<file path="config.mk">
export PLATFORM = sky130hd
export DESIGN_NAME = sprite_blitter
export DESIGN_NICKNAME = d
export VERILOG_FILES = /design/src/rtl/mv_pkg.sv /design/src/rtl/pixel_scanner.sv /design/src/rtl/sprite_blitter.sv
export SDC_FILE = /design/constraint.sdc
export NUM_CORES = 1
export LEC_CHECK = 0
export BUFFER_PORTS_ARGS = -buffer_cell sky130_fd_sc_hd__buf_2
export CAP_MARGIN = 20
export CORE_MARGIN = 2
export CORE_UTILIZATION = 40
export DETAILED_ROUTE_END_ITERATION = 12
export GPL_TIMING_DRIVEN = 0
export PLACE_DENSITY = 0.65
export SLEW_MARGIN = 5
export SYNTH_ARGS = -nofsm -noshare
export SYNTH_HDL_FRONTEND = slang
export SYNTH_SLANG_ARGS = --single-unit
</file>
<file path="constraint.sdc">
create_clock -name clock -period 4.8 [get_ports clock]
set_clock_uncertainty 0.05 [all_clocks]
set_input_delay 0.48 -clock clock [delete_from_list [all_inputs] [get_ports clock]]
set_output_delay 0.48 -clock clock [all_outputs]
set_load 0.1 [all_outputs]
</file>
<file path="src/rtl/mv_pkg.sv">
// mv_pkg: shared screen geometry, coordinate/colour widths and blitter state encoding
package mv_pkg;
  localparam int SCREEN_W = 320;
  localparam int SCREEN_H = 240;
  localparam int X_W = 9;
  localparam int Y_W = 8;
  localparam int C_W = 3;
  typedef enum logic [2:0] {IDLE, ERASE, DRAW, CLEAR, FINISH} state_t;
endpackage

</file>
<file path="src/rtl/pixel_scanner.sv">
// pixel_scanner: row-major col/row counter; load restarts at (0,0), en steps, col_nx/row_nx give the next position, last flags (w_last,h_last)
module pixel_scanner #(
  parameter int CW = 9,
  parameter int RW = 8
) (
  input  logic          clock,
  input  logic          resetn,
  input  logic          load,
  input  logic          en,
  input  logic [CW-1:0] w_last,
  input  logic [RW-1:0] h_last,
  output logic [CW-1:0] col_nx,
  output logic [RW-1:0] row_nx,
  output logic          last
);
  logic [CW-1:0] col;
  logic [RW-1:0] row;
  logic          wrap;
  always_comb begin
    wrap = col == w_last;
    last = wrap && row == h_last;
    col_nx = load ? '0 : en ? (wrap ? '0 : col + 1'b1) : col;
    row_nx = load ? '0 : (en && wrap) ? row + 1'b1 : row;
  end
  always_ff @(posedge clock or negedge resetn)
    if (!resetn) begin
      col <= '0;
      row <= '0;
    end else begin
      col <= col_nx;
      row <= row_nx;
    end
endmodule

</file>
<file path="src/rtl/sprite_blitter.sv">
// sprite_blitter: erase-old/draw-new sprite and full-screen clear pixel streamer; start/clear in, plot/x/y/colour pixel strobe out, busy/done status
module sprite_blitter import mv_pkg::*; #(
  parameter int SIZE     = 4,
  parameter int SCREEN_W = mv_pkg::SCREEN_W,
  parameter int SCREEN_H = mv_pkg::SCREEN_H
) (
  input  logic           clock,
  input  logic           resetn,
  input  logic           start,
  input  logic           clear,
  input  logic [X_W-1:0] old_x,
  input  logic [Y_W-1:0] old_y,
  input  logic [X_W-1:0] new_x,
  input  logic [Y_W-1:0] new_y,
  input  logic [C_W-1:0] sprite_colour,
  input  logic [C_W-1:0] bg_colour,
  output logic           plot,
  output logic [X_W-1:0] x,
  output logic [Y_W-1:0] y,
  output logic [C_W-1:0] colour,
  output logic           busy,
  output logic           done
);
  localparam logic [X_W:0] X_LIM = (X_W+1)'(SCREEN_W);
  localparam logic [Y_W:0] Y_LIM = (Y_W+1)'(SCREEN_H);
  state_t         state, state_n;
  logic [X_W-1:0] ox, nx, a_ox, a_nx, bx, col_nx;
  logic [Y_W-1:0] oy, ny, a_oy, a_ny, by, row_nx;
  logic [C_W-1:0] sc, bc, a_sc, a_bc, pc_n;
  logic [X_W:0]   px_n;
  logic [Y_W:0]   py_n;
  logic           go, load, en, last, plot_n;
  always_comb begin
    go = state == IDLE && (start || clear);
    a_ox = go ? old_x : ox;
    a_oy = go ? old_y : oy;
    a_nx = go ? new_x : nx;
    a_ny = go ? new_y : ny;
    a_sc = go ? sprite_colour : sc;
    a_bc = go ? bg_colour : bc;
    busy = state != IDLE;
    done = state == FINISH;
    state_n = state;
    load = 1'b0;
    en = 1'b0;
    case (state)
      IDLE: begin
        state_n = clear ? CLEAR : start ? ERASE : IDLE;
        load = go;
      end
      ERASE: begin
        state_n = last ? DRAW : ERASE;
        load = last;
        en = !last;
      end
      DRAW, CLEAR: begin
        state_n = last ? FINISH : state;
        en = !last;
      end
      default: state_n = IDLE;
    endcase
  end
  pixel_scanner #(.CW(X_W), .RW(Y_W)) u_scan (
    .clock  (clock),
    .resetn (resetn),
    .load   (load),
    .en     (en),
    .w_last (state == CLEAR ? X_W'(SCREEN_W - 1) : X_W'(SIZE - 1)),
    .h_last (state == CLEAR ? Y_W'(SCREEN_H - 1) : Y_W'(SIZE - 1)),
    .col_nx (col_nx),
    .row_nx (row_nx),
    .last   (last)
  );
  always_comb begin
    bx = state_n == ERASE ? a_ox : state_n == DRAW ? a_nx : '0;
    by = state_n == ERASE ? a_oy : state_n == DRAW ? a_ny : '0;
    pc_n = state_n == DRAW ? a_sc : a_bc;
    px_n = {1'b0, bx} + {1'b0, col_nx};
    py_n = {1'b0, by} + {1'b0, row_nx};
    plot_n = (state_n == ERASE || state_n == DRAW || state_n == CLEAR) && px_n < X_LIM && py_n < Y_LIM;
  end
  always_ff @(posedge clock or negedge resetn)
    if (!resetn) begin
      state <= IDLE;
      plot <= 1'b0;
      x <= '0;
      y <= '0;
      colour <= '0;
      ox <= '0;
      oy <= '0;
      nx <= '0;
      ny <= '0;
      sc <= '0;
      bc <= '0;
    end else begin
      state <= state_n;
      plot <= plot_n;
      if (plot_n) begin
        x <= px_n[X_W-1:0];
        y <= py_n[Y_W-1:0];
        colour <= pc_n;
      end
      ox <= a_ox;
      oy <= a_oy;
      nx <= a_nx;
      ny <= a_ny;
      sc <= a_sc;
      bc <= a_bc;
    end
endmodule

</file>
==> qor.csv <==
stage,metric,value,unit
status,status,"complete, no violations",
timing,Max-slew headroom,67.4,%
timing,Final Hold Fails,0,
floorplanning,Ports,67,
global_routing,initial antenna violation count,0,
timing,Fin Setup TNS,0,ps
timing,worst slew pin tran,492,ps
setup_path,CP Capture Type,register,
cells_and_area,"most common cell after layout, fill and taps aside",dfrtp_1,
setup_path,crit-path cells,"buf_6, nand3b_4, and4b_1, or2_4, o21ai_2, a21oi_1, nand2b_4, buf_8, buf_8, buf_4, o22ai_1, ha_2, buf_4, o21a_1, o31ai_2, a21oi_2, buf_4, o2111ai_2, o211ai_2, nor4b_4, buf_4, buf_8, mux2_4",
synth,Post-synth EDFFs,0,
setup_path,"most used cell, CP",buf_4,
pwr,Worst VDD drop,428,uV
floorplanning,die width,110,um
placement,DP HPWL,7530,um
placement,gpl congestion,0.788,
routing,vias per cell,5.27,
floorplanning,Core ar.,10900,um2
floorplanning,die height,110,um
run,max cap viols,0,
setup_path,"Slowest-stage cell, CP",dfrtp_1,
synth,Yosys warnings,0,
synth,Seq cells post-synth,81,
timing,setup ws final,146,ps
pwr,Int Power,2.13,mW
timing,worst hold margin,31.8,ps
setup_path,Crit Path Max Fanout,9,
timing,post-route minimum period,4650,ps
pwr,Leak,2.86,nW
floorplanning,# rows,38,
routing,first-pass detailed-route iteration total,4,
timing,final setup fails,0,
synth,synthesized area,4530,um2
routing,via count,3499,
cells_and_area,layout cells sized above 1,40.1,%
placement,dpl ws,-538,ps
global_routing,first-pass GRT wire length,17700,um
synth,Synthesized Nets,472,
floorplanning,die area,12200,um2
cells_and_area,Final nets,585,
hold_path,HP Class,input pin to async pin,
setup_path,nature of the critical path startpoint,register,
synth,Synth Instances,407,
cells_and_area,Synth-to-Final Area Change,31.3,%
setup_path,Worst EP required,4970,ps
global_routing,vias in the first global route,3513,
clock_network,CTS H-tree depth,3,
floorplanning,Starting Density,41.4,%
cells_and_area,FF+latch area,2030,um2
setup_path,critical path class,register to register,
synth,top cell type's share of synthesized area,44.7,%
synth,main area contributors after synthesis,"dfrtp_1, mux2i_1, mux2_4, ha_1, inv_1",
pwr,switching share of power,42.0,%
synth,"area leader, netlist",dfrtp_1,
cells_and_area,area of the multi-input gates,2450,um2
clock_network,CTS tree,built,
synth,Post-synth ARST share,100,%
timing,period utilisation layout,96.9,%
clock_network,# clock sinks,81,
pwr,clock network fraction of total power,21.6,%
setup_path,CP peak stage delay,380,ps
cells_and_area,antenna cells,0,
clock_network,hold buffer count at CTS,0,
synth,post-synthesis sequential area ratio,44.7,%
global_routing,GRT Util Overall,18.1,%
routing,DRC violations left,0,
global_routing,Congestion Overflow GR,0,
clock_network,CTS Buf Count,9,
clock_network,root buf cell,clkbuf_16,
global_routing,largest net degree at the start of global routing,52,
setup_path,crit path DAT,4820,ps
routing,DR iter-0 viols,198,
clock_network,Worst-Skew Late Latency,340,ps
cells_and_area,most frequent cells in the layout,"dfrtp_1, buf_2, inv_1, buf_4, mux2i_1",
cells_and_area,FILL cells,979,
timing,f_max,215,MHz
synth,Mapped Avg Cell Area,11.1,um2
pwr,PD cells,616,nW/um2
routing,antenna violation net count after detailed routing,0,
pwr,Sw Pwr,1.54,mW
routing,WL/cell,16.9,um
timing,Final Max Tran Viols,0,
pwr,part of the power in registers,30.2,%
placement,Port-buffer cells,66,
synth,synth unique cells,67,
routing,final WL,11200,um
clock_network,clk buf depth,2,
synth,Most used DFF post-synth,dfrtp_1,
clock_network,clock-pin slew on the worst setup and hold paths,60,ps
pwr,Logic pwr share,48.1,%
==> path summary, 6_finish.rpt <==
| kind | startpoint | to | slack (ps) | depth (start not counted) |
|---|---|---|---|---|
| worst max-delay path | state[2]$_DFF_PN0_ | x[8]$_DFFE_PN0P_ | 150 | 23 |
| worst min-delay path | resetn | ny[7]$_DFF_PN0_ | 30 | 1 |
| worst max register to register | state[2]$_DFF_PN0_ | x[8]$_DFFE_PN0P_ | 150 | 23 |
| worst min register to register | nx[2]$_DFF_PN0_ | nx[2]$_DFF_PN0_ | 430 | 2 |
| max in group asynchronous | resetn | u_scan.col[1]$_DFF_PN0_ | 4060 | 2 |
| min in group clock | old_x[7] | ox[7]$_DFF_PN0_ | 330 | 3 |
==> layer usage <==
metal	up-vias	wire length, um	global-route usage, %
met5	-	0	0
met3	17	497	3.29
met2	93	5530	30.4
li1	1664	-	-
met1	1725	4890	23.2
met4	0	280	7.42
==> per-stage QoR <==
step,utilization (%),std cells,area [um2],power (mW)
final,54.4,664,5950,3.67
after global routing,54.4,664,5950,3.87
after CTS,51.5,642,5630,3.56
after detailed placement,46.4,614,5070,2.70
after global placement,46.1,613,5040,2.66
after floorplan,-,407,4540,2.39
==> power by group through the flow <==
stage               logic, mW  registers [mW]  clock network, mW
global route             1.90            1.14              0.833
detailed placement       1.59            1.11                  0
finish                   1.76            1.11              0.794
floorplan               0.771            1.62                  0
global placement         1.56            1.10                  0
CTS                      1.65            1.10              0.804
==> synth_stat cells, drive strengths merged (3+ instances only) <==
master  count
ha         19
clkbuf      3
inv        40
nor3        8
a211oi      6
mux2       27
nor2       34
nand2      12
and3        5
nand4       6
dfrtp      81
nand3       6
mux2i      38
xnor2      11
o21ai       7
buf        12
a21o        3
a21oi       9
o21a        3
xor2       15
nor4        3
o22ai      18
==> layout make-up <==
| class | instances | area share (%) |
|---|---|---|
| clock buffers | 10 | 4.02 |
| plain buffers | 13 | 2.56 |
| multi-input cells | 271 | 41.1 |
| well taps | 140 | 2.94 |
| flip-flops and latches | 81 | 34.1 |
| clock inverters | 5 | 1.74 |
| repair buffers | 104 | 11.0 |
| inverters | 40 | 2.52 |
==> sequential cells by signal, summed over array words and instances, names as in the netlist <==
signal and count:
nx 9, ox 9, u_scan.col 9, x 9
ny 8, oy 8, u_scan.row 8, y 8
bc 3, colour 3, sc 3, state 3
plot 1
==> kinds of logic after synthesis <==
logic type                 count (synthesis)  share of synthesized area [%]
buffers and inverters                     55                           5.55
xor gates and xnor gates                  26                           5.02
DFF                                       81                           44.7
AOI/OAI and AO/OA                         66                           10.8
adders and majority gates                 21                           6.13
muxes                                     65                           16.4
and+or+nand+nor                           93                           11.4
==> timing repair <==
| action | in CTS | in global routing |
|---|---|---|
| gates cloned | 1 | 0 |
| setup endpoints to repair | 21 | 21 |
| buffers inserted | 12 | 25 |
| gates resized for setup | 27 | 45 |
| pin swaps | 6 | 25 |
==> critical path, delay by kind of cell (launching register included) <==
family,cells,cell delay (ps)
AO/OA/AOI/OAI,8,1100
buffers and inverters,8,1150
adder cells (fa/ha/maj),1,360
flip-flops,1,380
multiplexers,1,300
AND/OR/NAND/NOR,5,1160
No activity file was read; power rests on OpenSTA's default activity.
